--- config.mk ---
export PLATFORM = sky130hd
export DESIGN_NAME = noc_rsc_tx_adapter
export DESIGN_NICKNAME = d
export VERILOG_FILES = /design/src/rtl/noc_pkg.sv /design/src/rtl/rsc_tx_queue.sv /design/src/rtl/noc_rsc_tx_adapter.sv
export SDC_FILE = /design/constraint.sdc
export NUM_CORES = 1
export LEC_CHECK = 0
export CORE_MARGIN = 2
export CORE_UTILIZATION = 25
export CTS_BUF_LIST = sky130_fd_sc_hd__clkbuf_4 sky130_fd_sc_hd__clkbuf_8 sky130_fd_sc_hd__clkbuf_16
export DETAILED_ROUTE_END_ITERATION = 6
export PLACE_DENSITY = 0.53
export REMOVE_ABC_BUFFERS = 1
export SYNTH_ARGS = -nofsm -noshare
export SYNTH_HDL_FRONTEND = slang
export SYNTH_SLANG_ARGS = --single-unit
--- constraint.sdc ---
create_clock -name clk_i -period 3.5 [get_ports clk_i]
set_clock_uncertainty 0.15 [all_clocks]
set_input_delay 0.7 -clock clk_i [delete_from_list [all_inputs] [get_ports clk_i]]
set_output_delay 0.7 -clock clk_i [all_outputs]
set_load 0.05 [all_outputs]
--- src/rtl/noc_pkg.sv ---
// Shared NoC packet layout and transmit-FSM encoding.
// Used by the mesh top, the receive side and the tx adapter.
package noc_pkg;

  localparam int ROW_N       = 3;
  localparam int COL_M       = 3;
  localparam int PCKT_DATA_W = 8;
  localparam int ROW_W       = $clog2(ROW_N);
  localparam int COL_W       = $clog2(COL_M);
  localparam int PACKET_W    = PCKT_DATA_W + ROW_W + COL_W;

  localparam int DATA_LSB = 0;
  localparam int COL_LSB  = PCKT_DATA_W;
  localparam int ROW_LSB  = PCKT_DATA_W + COL_W;

  typedef enum logic [1:0] {
    S_IDLE  = 2'd0,
    S_WRITE = 2'd1,
    S_CHECK = 2'd2
  } tx_state_t;

endpackage

--- src/rtl/rsc_tx_queue.sv ---
// Small synchronous FIFO holding fully formed packets.
// Head is always visible; pointers wrap modulo depth.
module rsc_tx_queue #(
  parameter int W       = 12,
  parameter int DEPTH_W = 2
) (
  input  logic               clk_i,
  input  logic               rst_i,
  input  logic               push_i,
  input  logic               pop_i,
  input  logic [W-1:0]       data_i,
  output logic [W-1:0]       head_o,
  output logic [DEPTH_W:0]   count_o
);

  localparam int DEPTH = 1 << DEPTH_W;

  logic [W-1:0]       mem [DEPTH];
  logic [DEPTH_W-1:0] wr_ptr;
  logic [DEPTH_W-1:0] rd_ptr;
  logic [DEPTH_W:0]   count;

  // storage write, no reset needed for payload
  always_ff @(posedge clk_i) begin
    if (push_i) mem[wr_ptr] <= data_i;
  end

  // pointer and occupancy bookkeeping
  always_ff @(posedge clk_i) begin
    if (rst_i) begin
      wr_ptr <= '0;
      rd_ptr <= '0;
      count  <= '0;
    end else begin
      if (push_i) wr_ptr <= wr_ptr + 1'b1;
      if (pop_i)  rd_ptr <= rd_ptr + 1'b1;
      count <= count
             + {{DEPTH_W{1'b0}}, push_i}
             - {{DEPTH_W{1'b0}}, pop_i};
    end
  end

  assign head_o  = mem[rd_ptr];
  assign count_o = count;

endmodule

--- src/rtl/noc_rsc_tx_adapter.sv ---
// Resource-side transmit adapter for one mesh NoC node:
// queues requests, injects packets, replays on overflow.
module noc_rsc_tx_adapter
  import noc_pkg::*;
#(
  parameter int ROW_N         = noc_pkg::ROW_N,
  parameter int COL_M         = noc_pkg::COL_M,
  parameter int PCKT_DATA_W   = noc_pkg::PCKT_DATA_W,
  parameter int QUEUE_DEPTH_W = 2,
  parameter int MAX_RETRY     = 3,
  localparam int RW  = $clog2(ROW_N),
  localparam int CW  = $clog2(COL_M),
  localparam int PW  = PCKT_DATA_W + RW + CW
) (
  input  logic                   clk_i,
  input  logic                   rst_i,
  input  logic                   src_valid_i,
  output logic                   src_ready_o,
  input  logic [RW-1:0]          src_row_i,
  input  logic [CW-1:0]          src_col_i,
  input  logic [PCKT_DATA_W-1:0] src_data_i,
  output logic [PW-1:0]          pckt_o,
  output logic                   wren_o,
  input  logic                   noc_full_i,
  input  logic                   noc_ovrflw_i,
  output logic                   dest_err_o,
  output logic                   drop_o,
  output logic [QUEUE_DEPTH_W:0] pending_o
);

  localparam int DEPTH = 1 << QUEUE_DEPTH_W;
  localparam int TW    = $clog2(MAX_RETRY + 1);

  tx_state_t state, next;

  logic [QUEUE_DEPTH_W:0] count;
  logic [PW-1:0]          head;
  logic [PW-1:0]          pkt_in;
  logic [TW-1:0]          retry;
  logic accept, bad, push, pop;
  logic load, r_inc, r_clr, drop_set;

  assign src_ready_o = (count < (QUEUE_DEPTH_W+1)'(DEPTH)) & ~rst_i;
  assign accept = src_valid_i & src_ready_o;
  assign bad    = (int'(src_row_i) >= ROW_N)
                | (int'(src_col_i) >= COL_M);
  assign push   = accept & ~bad;
  assign pkt_in = {src_row_i, src_col_i, src_data_i};

  rsc_tx_queue #(
    .W       (PW),
    .DEPTH_W (QUEUE_DEPTH_W)
  ) u_queue (
    .clk_i   (clk_i),
    .rst_i   (rst_i),
    .push_i  (push),
    .pop_i   (pop),
    .data_i  (pkt_in),
    .head_o  (head),
    .count_o (count)
  );

  // state register
  always_ff @(posedge clk_i) begin
    if (rst_i) state <= S_IDLE;
    else       state <= next;
  end

  // next state and per-cycle control strobes
  always_comb begin
    next     = state;
    load     = 1'b0;
    pop      = 1'b0;
    r_inc    = 1'b0;
    r_clr    = 1'b0;
    drop_set = 1'b0;
    unique case (state)
      S_IDLE: begin
        if (count != '0 && !noc_full_i) begin
          load = 1'b1;
          next = S_WRITE;
        end
      end
      S_WRITE: next = S_CHECK;
      S_CHECK: begin
        next = S_IDLE;
        if (!noc_ovrflw_i) begin
          pop   = 1'b1;
          r_clr = 1'b1;
        end else if (retry < TW'(MAX_RETRY)) begin
          r_inc = 1'b1;
        end else begin
          pop      = 1'b1;
          r_clr    = 1'b1;
          drop_set = 1'b1;
        end
      end
      default: next = S_IDLE;
    endcase
  end

  // packet register, retry counter and status pulses
  always_ff @(posedge clk_i) begin
    if (rst_i) begin
      pckt_o     <= '0;
      retry      <= '0;
      drop_o     <= 1'b0;
      dest_err_o <= 1'b0;
    end else begin
      if (load)       pckt_o <= head;
      if (r_clr)      retry  <= '0;
      else if (r_inc) retry  <= retry + 1'b1;
      drop_o     <= drop_set;
      dest_err_o <= accept & bad;
    end
  end

  assign wren_o    = (state == S_WRITE);
  assign pending_o = count;

endmodule

==> impl_results.md, run 1 <==
- Gpl congestion: 0.708
- Rel. slew slack: 0.466
- Crit-path leading delay family: adder cells
- Vias in the first global route: 1669
- Antenna cell count: 0
- CTS root buffer: clkbuf_16
- PortBufs: 35
- Crit path required time: about 3600 ps
- Total vias in the final route: roughly 1700
- Period utilisation layout: 0.807
- Post-synthesis cell count: 192
- Htree depth: 3
- Die width: between 100 and 150 microns
- Max FO, Critical Path: 6
- Share of cells above drive strength 1: 0.105
- Initial Utilization: 0.256
- IO Count: 36
- Crit. End Element: register
- Max cap viols: 0
- Slew Viols, Final: 0
- Mean Syn Cell Area: 15.1 sq um
- Seq/Total Area, Yosys: 0.668
- DR vias/cell: approximately 4.5
- Critical Path AT: 2890 ps
- Fin Setup TNS: 0 ps
- Layout area overhead: 28.9%
- Hold Path Sink: retry[1]
- R2R Setup Slk: between 1000 and 1500 ps
- Area contributors post-synth: edfxtp_1 (50%), dfxtp_1 (17%), mux4_1 (11%)
- Min-Delay Startpoint: retry[1]
- Skew-Pair Late Insertion Delay: 330 ps
- Critical path launch point type: primary input
- Hold Slack: ~320 ps
- Global-route wire length before repair: 9080 microns
- Routed WL per cell: ~15 microns
- CTS tree: done
- Maximum clock frequency: roughly 350 MHz
- Worst R2R Path Depth: 10
- Peak VDD IR: between 0.4 and 0.5 mV
- Reg2reg end: u_queue.count_o[2]
- Row cnt: 39
- PD cells: 578 nW/um^2
- Status: finished clean
- Critical path depth: 10
- Leak Pwr: 1.26 nW
- First-pass DRT Iterations: 4
- Netlist Area Pre-Place: around 2900 sq um
- Post-CTS Resized: 0
- Fillers: roughly 1100
- Aggregate global-route resource usage: 0.0963
- # clock sinks: 73
- Gr ovfl total: 0
- Reg area: 1940 sq um
- Final WL: around 5700 microns
- Area of the multi-input gates: 870 sq um
- Setup CP Type: in2reg
- Final Core Density: 0.330
- Yosys reg bits: 73
- Worst path bufs/invs: 2
- # nets final: roughly 260
- Largest net degree at the start of global routing: 21
- Die area: 12500 sq um
- Die Ht: approximately 110 microns
- DRT iter0 DRCs: 117
- Initial antenna violation count: 0
- Synth unique cells: 31
- Hold depth: 2
- Worst-margin pin slew: 799 ps
- Share of the synthesized area in the top cell type: 0.496
- Critical Path, Cell by Cell: clkdlybuf4s50_1 -> nor2b_1 -> nor2_1 -> ha_1 -> inv_1 -> ha_1 -> fa_1 -> xnor2_1 -> xnor2_1 -> nor2_1
- Area leader, netlist: edfxtp_1
- Fin crit period: between 2000 and 3000 ps
- Core area: 11400 sq um
- RSZ-0062 raised after global routing: false
- Hold Buf Count CTS: 0
- HP Class: reg2reg
- Number of warnings issued by yosys: 0
- Clk buf depth: 2
- Post-DP HPWL: 3700 microns
- Crit-path max cell delay: 470 ps
- Setup Buffers After CTS: 0
- Worst reg2reg startpoint: retry[0]
- Final setup fails: 0
- Final Hold Vio Count: 0
- Crit-path slowest cell: clkdlybuf4s50_1
- Clk slew on worst S/H paths: approximately 60 ps
- # DRC: 0
- Post-route antenna net violation count: 0
- TritonCTS Buffers: 9
## final cells by class
type / instances / area share
inverters: 7 / 0.00701
multi-input cells: 101 / 0.232
repair buffers: 42 / 0.110
clock inverters: 7 / 0.0247
flip-flops and latches: 73 / 0.518
well taps: 143 / 0.0477
clock buffers: 9 / 0.0601
## routing by layer
| metal | vias up | wire, microns | GRT usage |
|---|---|---|---|
| met1 | 842 | 2590 | 0.117 |
| met3 | 9 | 257 | 0.0338 |
| met2 | 36 | 2750 | 0.158 |
| met4 | 0 | 83 | 0.0370 |
| li1 | 819 | - | - |
| met5 | - | 0 | 0 |
## metrics by stage
stage          power (W)  std cells  worst slack (ps)  area [sq um]
3_5_place_dp     0.00123        366               339          3430
3_3_place_gp     0.00122        366               408          3430
6_report         0.00217        382               675          3750
2_1_floorplan    0.00111        181              1030          2840
4_1_cts          0.00219        382               679          3750
5_1_grt          0.00225        382               566          3750
## flip-flops by register name, indices dropped and copies added (netlist names)
register / cells
dest_err_o: 1
drop_o: 1
pckt_o: 12
retry: 2
state: 2
u_queue.count_o: 3
u_queue.mem: 48
u_queue.rd_ptr: 2
u_queue.wr_ptr: 2
## cell families (layout without fill, tap and decap cells)
kind of cell	count (synthesis)	count (layout)	synth area share
adders and majority gates	8	8	0.0370
xor gates and xnor gates	3	3	0.00904
and+or+nand+nor	43	43	0.0813
muxes	12	12	0.108
DFF	73	73	0.668
buffers and inverters	18	65	0.0331
AOI/OAI and AO/OA	35	35	0.0633
## cell usage in the layout, fill, tap and decap left out, types with 2 or more instances in the layout
| cell type | count |
|---|---|
| a21oi_1 | 17 |
| or3_1 | 2 |
| nor3_1 | 5 |
| nor2b_1 | 5 |
| bufinv_16 | 2 |
| ha_1 | 7 |
| clkbuf_16 | 9 |
| xnor2_1 | 2 |
| mux4_1 | 12 |
| and3_1 | 4 |
| clkdlybuf4s50_1 | 34 |
| buf_4 | 7 |
| o21ai_0 | 15 |
| nand3_1 | 14 |
| clkinv_1 | 2 |
| dfxtp_1 | 25 |
| inv_1 | 6 |
| nand2_1 | 2 |
| inv_6 | 2 |
| nor2_1 | 5 |
| edfxtp_1 | 48 |
## report_power, final
group	internal, W	switching, W
clock network	0.000623	0.000340
registers	0.000946	0.0000180
logic	0.0000886	0.000152
## Yosys cell counts
| library cell | n |
|---|---|
| a22oi_1 | 1 |
| edfxtp_1 | 48 |
| inv_1 | 6 |
| or4_1 | 1 |
| nor3b_1 | 1 |
| clkbuf_1 | 5 |
| xnor2_1 | 2 |
| inv_2 | 1 |
| or3_1 | 2 |
| or3b_2 | 1 |
| buf_2 | 4 |
| and3_1 | 4 |
| nand2_1 | 2 |
| buf_12 | 1 |
| o21ai_0 | 15 |
| mux4_1 | 12 |
| or3_2 | 1 |
| nor2_1 | 5 |
| nand3_1 | 14 |
| a21oi_1 | 17 |
| dfxtp_1 | 25 |
| nor2b_1 | 5 |
| a22o_1 | 1 |
| nand2b_1 | 1 |
| o31ai_1 | 1 |
| xor2_1 | 1 |
| nand4b_1 | 1 |
| fa_1 | 1 |
| ha_1 | 7 |
| nor3_1 | 5 |
| buf_6 | 1 |
## worst max-delay path by stage
stage                  from                  to  slack [ps]
2_1_floorplan  noc_ovrflw_i  u_queue.count_o[2]        1030
3_3_place_gp   noc_ovrflw_i  u_queue.count_o[2]         410
3_5_place_dp   noc_ovrflw_i  u_queue.count_o[2]         340
4_1_cts        noc_ovrflw_i  u_queue.count_o[2]         680
5_1_grt        noc_ovrflw_i  u_queue.count_o[2]         570
6_report       noc_ovrflw_i  u_queue.count_o[2]         670
## worst reg2reg max path: stages (launching register included)
cell and delay (ps):
dfxtp_1 320, ha_1 210, nor2b_1 330, nor2_1 110, ha_1 300, inv_1 40
ha_1 190, fa_1 380, xnor2_1 170, xnor2_1 130, nor2_1 50
Note: power is estimated with default switching activity, not from simulation.
==> run 2, diff against run 1 <==
--- a/config.mk
+++ b/config.mk
@@ -9,7 +9,7 @@
 export CORE_UTILIZATION = 25
 export CTS_BUF_LIST = sky130_fd_sc_hd__clkbuf_4 sky130_fd_sc_hd__clkbuf_8 sky130_fd_sc_hd__clkbuf_16
 export DETAILED_ROUTE_END_ITERATION = 6
-export PLACE_DENSITY = 0.53
+export PLACE_DENSITY = 0.55
 export REMOVE_ABC_BUFFERS = 1
 export SYNTH_ARGS = -nofsm -noshare
 export SYNTH_HDL_FRONTEND = slang
==> constraint.sdc (replaced) <==
create_clock -name clk_i -period 2.5 [get_ports clk_i]
set_clock_uncertainty 0.15 [all_clocks]
set_input_delay 0.5 -clock clk_i [delete_from_list [all_inputs] [get_ports clk_i]]
set_output_delay 0.5 -clock clk_i [all_outputs]
set_load 0.05 [all_outputs]
==> impl_results.md, run 2 (synthesis results as in run 1) <==
- Die Ht: 112 microns (unchanged)
- First-pass DRT Iterations: 4 (unchanged)
- CTS root buffer: clkbuf_16
- Max cap viols: 0 (unchanged)
- Clk slew on worst S/H paths: 60 ps (about the same)
- Gr ovfl total: 0 (unchanged)
- Largest net degree at the start of global routing: 27 (+29%)
- DR vias/cell: 4.49 (+0.45%)
- Initial antenna violation count: 0 (unchanged)
- Status: finished clean
- # clock sinks: 73 (unchanged)
- # nets final: 268 (+3.5%)
- Crit-path leading delay family: adder cells
- Final Core Density: 0.342 (+0.0120)
- Worst-margin pin slew: 772 ps (-27.3 ps)
- Die area: 12500 sq um (unchanged)
- Final WL: 5620 microns (-1.1%)
- Antenna cell count: 0 (unchanged)
- Worst R2R Path Depth: 10 (unchanged)
- Die width: 112 microns (unchanged)
- Worst reg2reg startpoint: retry[0]
- Aggregate global-route resource usage: 0.0953 (-0.000985)
- Setup Buffers After CTS: 0 (unchanged)
- Final setup fails: 0 (unchanged)
- Final Hold Vio Count: 0 (unchanged)
- Worst setup path endpoint: u_queue.count_o[2]
- Leak Pwr: 1.33 nW (+5.6%)
- Clk buf depth: 2 (unchanged)
- Hold Buf Count CTS: 0 (unchanged)
- RSZ-0062 raised after global routing: false
- Largest Register: u_queue.mem
- Critical path depth: 10 (unchanged)
- Initial Utilization: 0.256 (unchanged)
- Hold depth: 2 (unchanged)
- Global-route wire length before repair: 9120 microns (+0.45%)
- DRT iter0 DRCs: 95 (-19%)
- Crit-path max cell delay: 470 ps (about the same)
- Total vias in the final route: 1754 (+2.8%)
- Commonest cells after routing, fill and taps aside: edfxtp_1 (48), clkdlybuf4s50_1 (34), dfxtp_1 (25)
- CTS tree: done
- Commonest non-fill, non-tap cell in the layout: edfxtp_1
- Post-DP HPWL: 3740 microns (+1.0%)
- IO Count: 36 (unchanged)
- Vias in the first global route: 1730 (+3.7%)
- Routed WL per cell: 14.4 microns (-3.4%)
- Period utilisation layout: 0.949
- Fin crit period: approximately 2400 ps
- Reg2reg end: u_queue.count_o[2]
- R2R Setup Slk: 250 ps (-760 ps)
- Max FFs per register: 48 (unchanged)
- Core area: 11400 sq um (unchanged)
- Slew Viols, Final: 0 (unchanged)
- PD cells: 792 nW/um^2 (+37%)
- Gpl congestion: 0.705 (-0.37%)
- Worst path bufs/invs: 2 (unchanged)
- Critical Path AT: 2430 ps (-460 ps)
- Row cnt: 39 (unchanged)
- Htree depth: 3 (unchanged)
- Max FO, Critical Path: 2 (-4)
- Rel. slew slack: 0.485 (+0.0182)
- Peak VDD IR: 0.326 mV (-22%)
- HP Class: reg2reg
- Maximum clock frequency: 422 MHz
- Post-CTS Resized: 0 (unchanged)
- Share of cells above drive strength 1: 0.153 (+0.0486)
- TritonCTS Buffers: 9 (unchanged)
- Critical path launch point type: primary input
- # DRC: 0 (unchanged)
- Worst setup path startpoint: noc_ovrflw_i
- Critical Path, Cell by Cell: clkdlybuf4s50_1 -> nor2b_2 -> nor2_1 -> ha_1 -> inv_1 -> ha_1 -> fa_1 -> xnor2_2 -> xnor2_1 -> nor2_1
- Crit-path slowest cell: clkdlybuf4s50_1
- Area after DPL: 3550 sq um (+3.4%)
- Skew-Pair Late Insertion Delay: 320 ps (about the same)
- Crit path required time: 2560 ps (-1000 ps)
- Post-route antenna net violation count: 0 (unchanged)
- PortBufs: 35 (unchanged)
- Final instance area: 3880 sq um (+3.6%)
- Setup CP Type: in2reg
- Layout area overhead: 33.6%
- Crit. End Element: register
run 2: cell types whose count changed in the layout (fill, tap and decap cells not counted), sizes merged:
cell and delta:
buf +9
run 2: area by class of cell:
class                      instances  area, sq um
multi-input combinational        101          880
clock buffer                       9          225
tap                              143          179
sequential                        73         1940
timing repair buffer              51          531
inverter                           7         26.3
clock inverter                     7          101
fill                            1111         7490
run 2: per-stage QoR:
stage	instances	setup TNS, ps	worst slack (ps)	hold WS, ps	total power (W)
floorplan	181	0	227	280	0.00156
global placement	375	-261	-227	295	0.00172
detailed placement	375	-334	-239	300	0.00172
CTS	391	0	69.8	308	0.00310
global route	391	0	14.7	342	0.00320
finish	391	0	128	306	0.00308
run 2: worst min path at each step:
stage	from	to	slack (ps)
6_report	retry[1]	retry[1]	310
5_1_grt	retry[1]	retry[1]	340
4_1_cts	retry[1]	retry[1]	310
3_5_place_dp	retry[1]	retry[1]	300
3_3_place_gp	retry[1]	retry[1]	300
2_1_floorplan	retry[1]	retry[1]	280
run 2: power by group:
part	switching, W	leakage, nW	internal, W
Combinational	0.000206	0.532	0.000140
Clock	0.000497	0.158	0.000883
Sequential	0.0000257	0.636	0.00132
Total	0.000728	1.33	0.00235
run 2: routing by layer:
metal,GRT usage,share of wire
met1,0.126,0.48
met5,0,0
met2,0.145,0.46
met4,0.0296,0.011
met3,0.0381,0.055
run 2: worst min-delay path, stage by stage, from the launching register on:
cell     delay, ps
dfxtp_1        310
nand2_1         50
a21oi_1         50
